`src/rtl/prog_loader.sv`:
```
// rtl/prog_loader.sv - byte-stream program loader: fills instruction store, then releases the CPU.
// Optional checksum byte after the last word when PROG_LOADER_CHECKSUM_EN is defined.
module prog_loader #(
   parameter int DEPTH  = 14,
   parameter int ADDR_W = 4
) (
   input  logic              clk,
   input  logic              rst_n,
   input  logic              in_valid,
   input  logic [7:0]        in_data,
   output logic              in_ready,
   output logic              imem_we,
   output logic [ADDR_W-1:0] imem_addr,
   output logic [31:0]       imem_wdata,
   output logic              cpu_start,
   output logic [7:0]        start_pc,
   output logic              busy,
   output logic              err
);

   typedef enum logic [2:0] {
      IDLE, GET_PC, GET_BYTE, WRITE, START, ERROR, GET_CSUM
   } state_t;

   state_t            state, nxt;
   logic [7:0]        cnt_n;
   logic [7:0]        pc_q;
   logic [ADDR_W-1:0] word_idx;
   logic [1:0]        byte_idx;
   logic [31:0]       asm_word;
   logic              ready_en;
   logic              acc;
   logic              take;
   logic              last_word;
`ifdef PROG_LOADER_CHECKSUM_EN
   logic [7:0]        csum;
`endif

   // ready_en keeps in_ready low through reset and up to the first edge after release
   assign acc       = in_valid && ready_en;
   assign take      = in_valid && in_ready;
   assign last_word = (8'(word_idx) == cnt_n - 8'd1);

   assign imem_addr  = word_idx;
   assign imem_wdata = asm_word;
   assign start_pc   = pc_q;

   always_ff @(posedge clk or negedge rst_n) begin
      if (!rst_n) state <= IDLE;
      else        state <= nxt;
   end

   always_comb begin
      nxt       = state;
      in_ready  = 1'b0;
      busy      = 1'b1;
      imem_we   = 1'b0;
      cpu_start = 1'b0;
      err       = 1'b0;
      case (state)
         IDLE: begin
            in_ready = ready_en;
            busy     = 1'b0;
            if (acc) nxt = (in_data == 8'd0 || in_data > 8'(DEPTH)) ? ERROR : GET_PC;
         end
         GET_PC: begin
            in_ready = ready_en;
            if (acc) nxt = (in_data >= cnt_n) ? ERROR : GET_BYTE;
         end
         GET_BYTE: begin
            in_ready = ready_en;
            if (acc && byte_idx == 2'd3) nxt = WRITE;
         end
         WRITE: begin
            imem_we = 1'b1;
`ifdef PROG_LOADER_CHECKSUM_EN
            nxt = last_word ? GET_CSUM : GET_BYTE;
`else
            nxt = last_word ? START : GET_BYTE;
`endif
         end
`ifdef PROG_LOADER_CHECKSUM_EN
         GET_CSUM: begin
            in_ready = ready_en;
            if (acc) nxt = (in_data == csum) ? START : ERROR;
         end
`endif
         START: begin
            cpu_start = 1'b1;
            nxt       = IDLE;
         end
         ERROR: begin
            err  = 1'b1;
            busy = 1'b0;
         end
         default: nxt = IDLE;
      endcase
   end

   always_ff @(posedge clk or negedge rst_n) begin
      if (!rst_n) begin
         ready_en <= 1'b0;
         cnt_n    <= 8'd0;
         pc_q     <= 8'd0;
         word_idx <= '0;
         byte_idx <= 2'd0;
         asm_word <= 32'd0;
`ifdef PROG_LOADER_CHECKSUM_EN
         csum     <= 8'd0;
`endif
      end else begin
         ready_en <= 1'b1;
         if (take) begin
            case (state)
               IDLE: cnt_n <= in_data;
               GET_PC: begin
                  pc_q     <= in_data;
                  word_idx <= '0;
                  byte_idx <= 2'd0;
`ifdef PROG_LOADER_CHECKSUM_EN
                  csum     <= 8'd0;
`endif
               end
               GET_BYTE: begin
                  asm_word <= {asm_word[23:0], in_data};
                  byte_idx <= byte_idx + 2'd1;
`ifdef PROG_LOADER_CHECKSUM_EN
                  csum     <= csum ^ in_data;
`endif
               end
               default: ;
            endcase
         end
         if (state == WRITE && !last_word) word_idx <= word_idx + 1'b1;
      end
   end

endmodule

```
`config.mk`:
```
export PLATFORM = sky130hd
export DESIGN_NAME = prog_loader
export DESIGN_NICKNAME = d
export VERILOG_FILES = /design/src/rtl/prog_loader.sv
export SDC_FILE = /design/constraint.sdc
export NUM_CORES = 1
export LEC_CHECK = 0
export CAP_MARGIN = 40
export CORE_MARGIN = 2
export CORE_UTILIZATION = 45
export DETAILED_ROUTE_END_ITERATION = 10
export PLACE_DENSITY = 0.86
export SKIP_CTS_REPAIR_TIMING = 1
export SYNTH_ARGS = -nofsm -noshare
export SYNTH_HDL_FRONTEND = slang
export SYNTH_SLANG_ARGS = --single-unit
```
`constraint.sdc`:
```
create_clock -name clk -period 1.7 [get_ports clk]
set_input_delay 0.17 -clock clk [delete_from_list [all_inputs] [get_ports clk]]
set_output_delay 0.17 -clock clk [all_outputs]
set_load 0.01 [all_outputs]
```
==> flow_summary.rst, run 1 <==
.. list-table::
   :header-rows: 1

   * - Metric
     - Value
   * - Global-route wire length before repair
     - between 10 and 15 mm
   * - Skew-Pair Late Insertion Delay
     - between 0.3 and 0.4 ns
   * - Largest net degree at the start of global routing
     - approximately 60
   * - Clock tree from TritonCTS
     - yes
   * - Initial antenna violation count
     - 0
   * - Placement Rows
     - 28
   * - Synthesized Nets
     - 248
   * - Final Slew Violations
     - 0
   * - Count of buffers inserted at the top-level ports
     - between 50 and 60
   * - Total half-perimeter wirelength after legalization and detailed placement
     - 4.29 mm
   * - Post-Layout Cell Count
     - 399
   * - Total routing resource utilization after global routing
     - between 20% and 30%
   * - Max capacitance violation total
     - 0
   * - Max H-tree Level
     - 3
   * - Share of post-route cells with drive strength above 1
     - a little over a fifth
   * - Nature of the critical path startpoint
     - flop
   * - Worst clock skew
     - between 0.004 and 0.005 ns
   * - Starting Density
     - 46.1%
   * - Y dimension of the die
     - a little over 80 um
   * - Maximum vdd drop
     - 0.754 mV
   * - Top FF cell, synth
     - sky130_fd_sc_hd__dfrtp_1
   * - CP endpoint kind
     - flop
   * - Maximum clock rate
     - slightly above 500 MHz
   * - Detailed Route WL
     - 6.26 mm
   * - Count of antenna diodes in the layout
     - 0
   * - Signal arrival time at the worst endpoint
     - between 2 and 2.5 ns
   * - Share of synthesized area occupied by flip-flops and latches
     - 53.5%
   * - Post-route fraction of the period consumed by the critical path
     - 117%
   * - Syn Inst Count
     - between 200 and 250
   * - Clock buffer count from CTS
     - 9
   * - Type of the worst setup path
     - reg2reg
   * - Post-Route Utilization
     - between 60% and 70%
   * - Count of flip-flops with a built-in enable after synthesis
     - 0
   * - Worst R2R Setup Slack
     - -0.29 ns
   * - Warnings from Yosys
     - 0
   * - Type of the tightest min-delay check
     - in2async
   * - Number of vias after detailed routing
     - a little over 2000
   * - Setup WS pre-CTS
     - -0.384 ns
   * - Horizontal die dimension
     - roughly 82 um
   * - Floorplan die area
     - roughly 0.0067 sq mm
   * - Area inside the core boundary
     - 0.00589 sq mm
   * - RSZ-0062 raised after global routing
     - true
   * - Root buf cell
     - sky130_fd_sc_hd__clkbuf_8
   * - Antenna viol nets, final
     - 0
   * - Post-detailed-route DRC marker count
     - 0
   * - Via count of the first global-routing pass
     - approximately 2100
   * - I/O pin total
     - 60
   * - Mapped Area
     - ~0.0027 sq mm
   * - Number of inserted filler cells in the final layout
     - 450
   * - Required time reported for the critical path endpoint
     - ~1.9 ns
   * - Clock slew at the register clock pins of the worst setup and hold paths
     - 0.07 ns
   * - Worst-path maximum fanout
     - 3
   * - Total congestion overflow after global routing
     - 0
   * - Total of flip-flops plus latches after synthesis
     - between 50 and 60
   * - Post-synthesis cell type count
     - 48
   * - Power per unit of standard cell area
     - 1290 mW/mm^2
   * - Asr flop ratio synth
     - 100%
   * - Final hold vios
     - 0
   * - Worst-case clock buffer depth
     - 2
   * - Leak
     - around 1.8 nW
   * - Violations in the final reports
     - negative setup slack
   * - Tightest hold margin
     - between 0.3 and 0.4 ns
   * - Final setup violation count
     - 7
   * - Growth of design area from synthesis to finish
     - 45.0%
   * - Multi-input gate area
     - between 0.001 and 0.0015 sq mm
   * - Slack of the critical path
     - -0.288 ns
   * - Routability cong.
     - between 0.7 and 0.8
   * - First-iteration detailed-routing DRC count
     - 77
   * - Vias per std cell
     - about 5
   * - Drt wl/cell
     - 15.7 um
   * - Status
     - finished with violations
   * - Sequential standard cell area
     - 0.00145 sq mm
   * - Cell Count Post-Placement
     - 379
   * - Drt pass-1 iters
     - 4
   * - Net count, final
     - around 340
   * - Crit path time final
     - between 1.5 and 2 ns
   * - Clock sink total
     - slightly below 60
   * - Mapped Avg Cell Area
     - 12.0 sq um
## through the flow
step / total power, mW / setup TNS, ns / area (sq um)
finish: 5.08 / -1.57 / 3930
global placement: 3.56 / -3.82 / 3590
CTS: 5.09 / -2.65 / 3820
global route: 5.37 / -2.04 / 3930
detailed placement: 3.65 / -5.71 / 3590
floorplan: 2.65 / -0.645 / 2720
## per-layer routing
metal	global-route usage, %	routed length (um)	share of wire (%)
met1	25.0	2670	43
met2	34.8	3170	51
met5	0	0	0
met3	5.49	281	4.5
met4	8.50	133	2.1
## cells in the final DEF (no fill, tap or decap), types with 3 or more instances in the layout
cell type	instances
sky130_fd_sc_hd__nor2_1	3
sky130_fd_sc_hd__nor3_1	3
sky130_fd_sc_hd__nand2_1	29
sky130_fd_sc_hd__mux2i_1	3
sky130_fd_sc_hd__clkbuf_8	10
sky130_fd_sc_hd__inv_2	3
sky130_fd_sc_hd__inv_1	9
sky130_fd_sc_hd__buf_12	3
sky130_fd_sc_hd__dfrtp_1	56
sky130_fd_sc_hd__dlymetal6s2s_1	5
sky130_fd_sc_hd__ha_1	9
sky130_fd_sc_hd__nand3_1	4
sky130_fd_sc_hd__mux2_1	39
sky130_fd_sc_hd__nand2b_1	3
sky130_fd_sc_hd__buf_4	27
sky130_fd_sc_hd__clkdlybuf4s50_1	53
sky130_fd_sc_hd__xnor2_1	5
## kinds of logic after synthesis
logic type / synth area share, %
compound gates: 6.41
flops: 53.5
fa+ha+maj: 5.07
mux: 17.7
simple gates: 11.6
xor+xnor: 2.26
buf+inv: 3.32
other cells: 0.138
## flip-flops by register name, indices dropped and copies added, names as in the netlist
signal / cells
byte_idx: 2
cnt_n: 8
imem_addr: 4
imem_wdata: 32
ready_en: 1
start_pc: 8
state: 3
## where the power goes
group / switching [mW] / internal, mW / leakage, nW
Sequential: 0.282 / 1.75 / 0.716
Clock: 0.576 / 0.867 / 0.109
Combinational: 0.623 / 0.984 / 0.990
## path summary, 6_finish.rpt
kind	end	startpoint	cells after the start
worst max-delay path	state[2]$_DFFE_PN0P_	cnt_n[0]$_DFFE_PN0P_	6
worst min-delay path	imem_wdata[22]$_DFFE_PN0P_	rst_n	3
worst max register to register	state[2]$_DFFE_PN0P_	cnt_n[0]$_DFFE_PN0P_	6
worst min register to register	start_pc[5]$_DFFE_PN0P_	start_pc[5]$_DFFE_PN0P_	2
max in group asynchronous	state[1]$_DFFE_PN0P_	rst_n	3
min in group clk	start_pc[5]$_DFFE_PN0P_	start_pc[5]$_DFFE_PN0P_	2
## synthesized netlist by cell type, drive strengths merged, types with 2 or more instances
master  instances  area, sq um
xor2            2         17.5
xnor2           5         43.8
or4             2         18.8
o211ai          2         15.0
a21oi           5         36.3
nor3            3         15.0
ha             11          138
mux2i           3         30.0
clkbuf          5         18.8
mux2           40          450
nor4            2         12.5
inv            12         45.0
dfrtp          58         1450
nand2b          3         18.8
nand3b          2         15.0
and3b           2         17.5
or3             3         18.8
nor2            5         21.3
nand3           4         20.0
nand2          29          109
buf             4         26.3
o21ai           6         33.8
## layout make-up
cell class | count | share of cell area, %
Sequential cell | 58 | 37.0
Multi-Input combinational cell | 147 | 31.3
Timing Repair Buffer | 91 | 22.4
Clock buffer | 10 | 3.50
Tap cell | 75 | 2.39
Clock inverter | 6 | 2.26
Inverter | 12 | 1.15
## worst max-delay path: stages, from the launching register on
cell and delay (ns):
sky130_fd_sc_hd__dfrtp_1 0.41, sky130_fd_sc_hd__or4_4 0.55, sky130_fd_sc_hd__or3_4 0.39, sky130_fd_sc_hd__nand4_4 0.13
sky130_fd_sc_hd__buf_6 0.11, sky130_fd_sc_hd__nor2_2 0.04, sky130_fd_sc_hd__a211o_1 0.25
(Power assumes the default switching activity.)
==> inputs of run 2 (changes only) <==
ABC_CLOCK_PERIOD_IN_PS = 1700   (was unset)
CORE_UTILIZATION = 55   (was 45)
DONT_BUFFER_PORTS = 1   (was unset)
GPL_TIMING_DRIVEN = 0   (was unset)
PLACE_DENSITY = 0.84   (was 0.86)
==> run 2 against run 1 <==
  * The flow still finishes with violations (negative setup slack)
  * Utilization is 2.5 points higher
  * Worst setup slack better by 0.015 ns
  * Flip-flop and latch count stayed put
  * Clock power hardly changed
  * Critical endpoint unchanged
  * Clock-buffer cell count is 1 higher
  * Register-to-register slack better by 0.02 ns
  * Hold slack worse by 0.31 ns
  * Sequential power is 12% higher
==> flow_summary.rst, run 2 (synthesis gave the netlist of run 1 again) <==
.. list-table::
   :header-rows: 1

   * - Metric
     - Value
   * - Status
     - finished with violations
   * - Violations in the final reports
     - negative setup slack
   * - Flip-flop count of the largest register after layout
     - 32 (unchanged)
   * - Cell Count Post-Placement
     - 294 (-22%)
   * - Crit path cell chain
     - or4_4, or3_4, nand4_4, nor2_2, a211o_1
   * - Growth of design area from synthesis to finish
     - 21.4%
   * - Worst-path maximum fanout
     - 6 (+3)
   * - Endpoint of the most critical register-to-register path
     - state[2]$_DFFE_PN0P_
   * - RR Startpoint
     - cnt_n[0]$_DFFE_PN0P_
   * - Critical path's top delay family
     - simple AND/OR/NAND/NOR gates
   * - Clock sink total
     - 58 (unchanged)
   * - Endpoint, Worst Hold
     - cnt_n[0]$_DFFE_PN0P_
   * - I/O pin total
     - 60 (unchanged)
   * - Number of inserted filler cells in the final layout
     - 354 (-21%)
   * - Part of the total power dissipated in the clock network
     - 33.2% (+4.8 points)
   * - Detailed Route WL
     - 5.97 mm (-4.6%)
   * - Maximum vdd drop
     - 0.529 mV (-30%)
   * - Horizontal die dimension
     - 74.2 um (-9.1%)
   * - Share of post-route cells with drive strength above 1
     - 20.1% (-0.91 points)
   * - Origin of the worst min-delay path
     - in_data[0]
   * - Global-route wire length before repair
     - 8.77 mm (-13%)
   * - Root buf cell
     - sky130_fd_sc_hd__clkbuf_8
   * - Internal power contribution
     - 3.01 mW (-16%)
   * - Pin slew with the least headroom to its limit
     - between 0.5 and 0.6 ns
   * - Worst rel slew slack
     - between 60% and 70%
   * - Max H-tree Level
     - 3 (unchanged)
   * - Total congestion overflow after global routing
     - 0 (unchanged)
   * - Type of the tightest min-delay check
     - in2reg
   * - Power per unit of standard cell area
     - 1330 mW/mm^2 (+3.0%)
   * - Skew-Pair Late Insertion Delay
     - 0.34 ns (about the same)
   * - Net count, final
     - 272 (-20%)
   * - Most used cells in the layout excluding fill and tap cells
     - 55 x sky130_fd_sc_hd__dfrtp_1, 39 x sky130_fd_sc_hd__mux2_1, 29 x sky130_fd_sc_hd__nand2_1
   * - Placed inst area
     - 0.00281 sq mm (-22%)
   * - Logic gate share of total power
     - 15.0% (-17 points)
   * - Sw Share
     - 31.4% (+2.3 points)
   * - Sequential Power Share
     - 51.8% (+12 points)
   * - First-iteration detailed-routing DRC count
     - 104 (+35%)
   * - Clock buffer count from CTS
     - 9 (unchanged)
   * - CP endpoint kind
     - flop
   * - Total routing resource utilization after global routing
     - 21.8% (+1.2 points)
   * - Routability cong.
     - 0.849 (+9.3%)
   * - Number of cell instances on the worst register-to-register path
     - 5 (-1)
   * - Starting Density
     - 57.1% (+11 points)
   * - Via count of the first global-routing pass
     - 1866 (-9.5%)
   * - Leak
     - 1.48 nW (-18%)
   * - RSZ-0062 raised after global routing
     - true
   * - Final setup violation count
     - 35 (+28)
   * - Post-route fraction of the period consumed by the critical path
     - 116% (-0.91 points)
   * - Worst-case clock buffer depth
     - 2 (unchanged)
   * - Clock tree from TritonCTS
     - yes
   * - Vias per std cell
     - 5.72 (+11%)
   * - Most common library cell in the layout ignoring fill and taps
     - sky130_fd_sc_hd__dfrtp_1
   * - Number of stages on the worst hold path
     - 2
   * - Library cell contributing the largest single delay on the critical path
     - sky130_fd_sc_hd__or4_4
   * - Count of buffers inserted at the top-level ports
     - 0 (-100%)
   * - Total half-perimeter wirelength after legalization and detailed placement
     - 3.63 mm (-15%)
   * - Worst R2R Setup Slack
     - -0.27 ns (+0.02 ns)
   * - Initial antenna violation count
     - 0 (unchanged)
   * - Count of antenna diodes in the layout
     - 0 (unchanged)
   * - Max capacitance violation total
     - 0 (unchanged)
   * - Final hold vios
     - 0 (unchanged)
   * - Largest net degree at the start of global routing
     - 59 (unchanged)
   * - Clock slew at the register clock pins of the worst setup and hold paths
     - 0.07 ns (about the same)
   * - Drt pass-1 iters
     - 4 (unchanged)
   * - Drt wl/cell
     - 18.6 um (+19%)
   * - P_sw
     - 1.38 mW (-7.0%)
   * - Crit path buf inv count
     - 0 (-1)
   * - Slack of the critical path
     - -0.273 ns (+0.0154 ns)
   * - Floorplan die area
     - 0.00551 sq mm (-17%)
   * - Number of vias after detailed routing
     - 1835 (-11%)
   * - Nature of the critical path startpoint
     - flop
   * - Required time reported for the critical path endpoint
     - 1.93 ns (about the same)
   * - Y dimension of the die
     - 74.2 um (-9.1%)
   * - Crit path time final
     - 1.97 ns (-0.0154 ns)
   * - Antenna viol nets, final
     - 0 (unchanged)
   * - Non-Filler Cell Area, Final
     - 0.00329 sq mm (-16%)
   * - Final Slew Violations
     - 0 (unchanged)
   * - Post-Layout Cell Count
     - 321 (-20%)
   * - Worst clock skew
     - 0.00677 ns (+0.00208 ns)
   * - Area inside the core boundary
     - 0.00475 sq mm (-19%)
   * - Maximum clock rate
     - 507 MHz (+0.78%)
   * - Type of the worst setup path
     - reg2reg
   * - Placement Rows
     - 25 (-11%)
   * - Post-detailed-route DRC marker count
     - 0 (unchanged)
   * - Worst path max stage delay
     - 0.56 ns (about the same)
   * - Signal arrival time at the worst endpoint
     - 2.20 ns (-0.02 ns)
## run 2: cell type report
| class | count | area (sq um) | area share (%) |
|---|---|---|---|
| tap | 67 | 83.8 | 2.54 |
| sequential | 58 | 1460 | 44.2 |
| multi-input combinational | 147 | 1260 | 38.3 |
| inverter | 12 | 47.5 | 1.44 |
| clock buffer | 11 | 151 | 4.60 |
| clock inverter | 4 | 75.1 | 2.28 |
| buffer | 6 | 56.3 | 1.71 |
| timing repair buffer | 16 | 163 | 4.94 |
## run 2: power by group through the flow
stage | sequential [mW] | combinational, mW | clock [mW]
after floorplan | 2.17 | 0.477 | 0
after global placement | 2.26 | 0.515 | 0
after detailed placement | 2.28 | 0.552 | 0
after CTS | 2.26 | 0.567 | 1.48
after global routing | 2.33 | 0.736 | 1.54
final | 2.27 | 0.657 | 1.45
## run 2: how the worst max path moves through the flow
stage | cells past startpoint | slack (ns) | to | from
floorplan | 5 | -0.14 | state[2]$_DFFE_PN0P_ | cnt_n[0]$_DFFE_PN0P_
global placement | 5 | -0.49 | byte_idx[0]$_DFFE_PN0P_ | state[0]$_DFFE_PN0P_
detailed placement | 7 | -0.31 | imem_addr[2]$_DFFE_PN0P_ | cnt_n[0]$_DFFE_PN0P_
global route | 7 | -0.41 | imem_addr[2]$_DFFE_PN0P_ | cnt_n[1]$_DFFE_PN0P_
finish | 5 | -0.27 | state[2]$_DFFE_PN0P_ | cnt_n[0]$_DFFE_PN0P_
CTS | 7 | -0.34 | state[2]$_DFFE_PN0P_ | cnt_n[3]$_DFFE_PN0P_
## run 2: metrics by stage
step	setup TNS [ns]	setup WS [ns]	util [%]	hold WS, ns	total power [mW]
floorplan	-0.645	-0.138	-	-0.126	2.65
global placement	-6.82	-0.486	58.9	-0.125	2.77
detailed placement	-5.38	-0.308	59.1	-0.124	2.83
CTS	-5.80	-0.342	63.8	-0.497	4.30
global route	-4.98	-0.407	69.3	0.0679	4.60
finish	-1.99	-0.273	69.3	0.0509	4.38
## run 2: metal layers
metal	wire [um]	vias up	global-route usage [%]	part of all wire, %
met3	542	14	6.78	9.1
met1	2380	911	24.4	40
met5	0	-	0	0
met2	2930	72	36.7	49
li1	-	838	-	-
met4	118	0	12.7	2.0
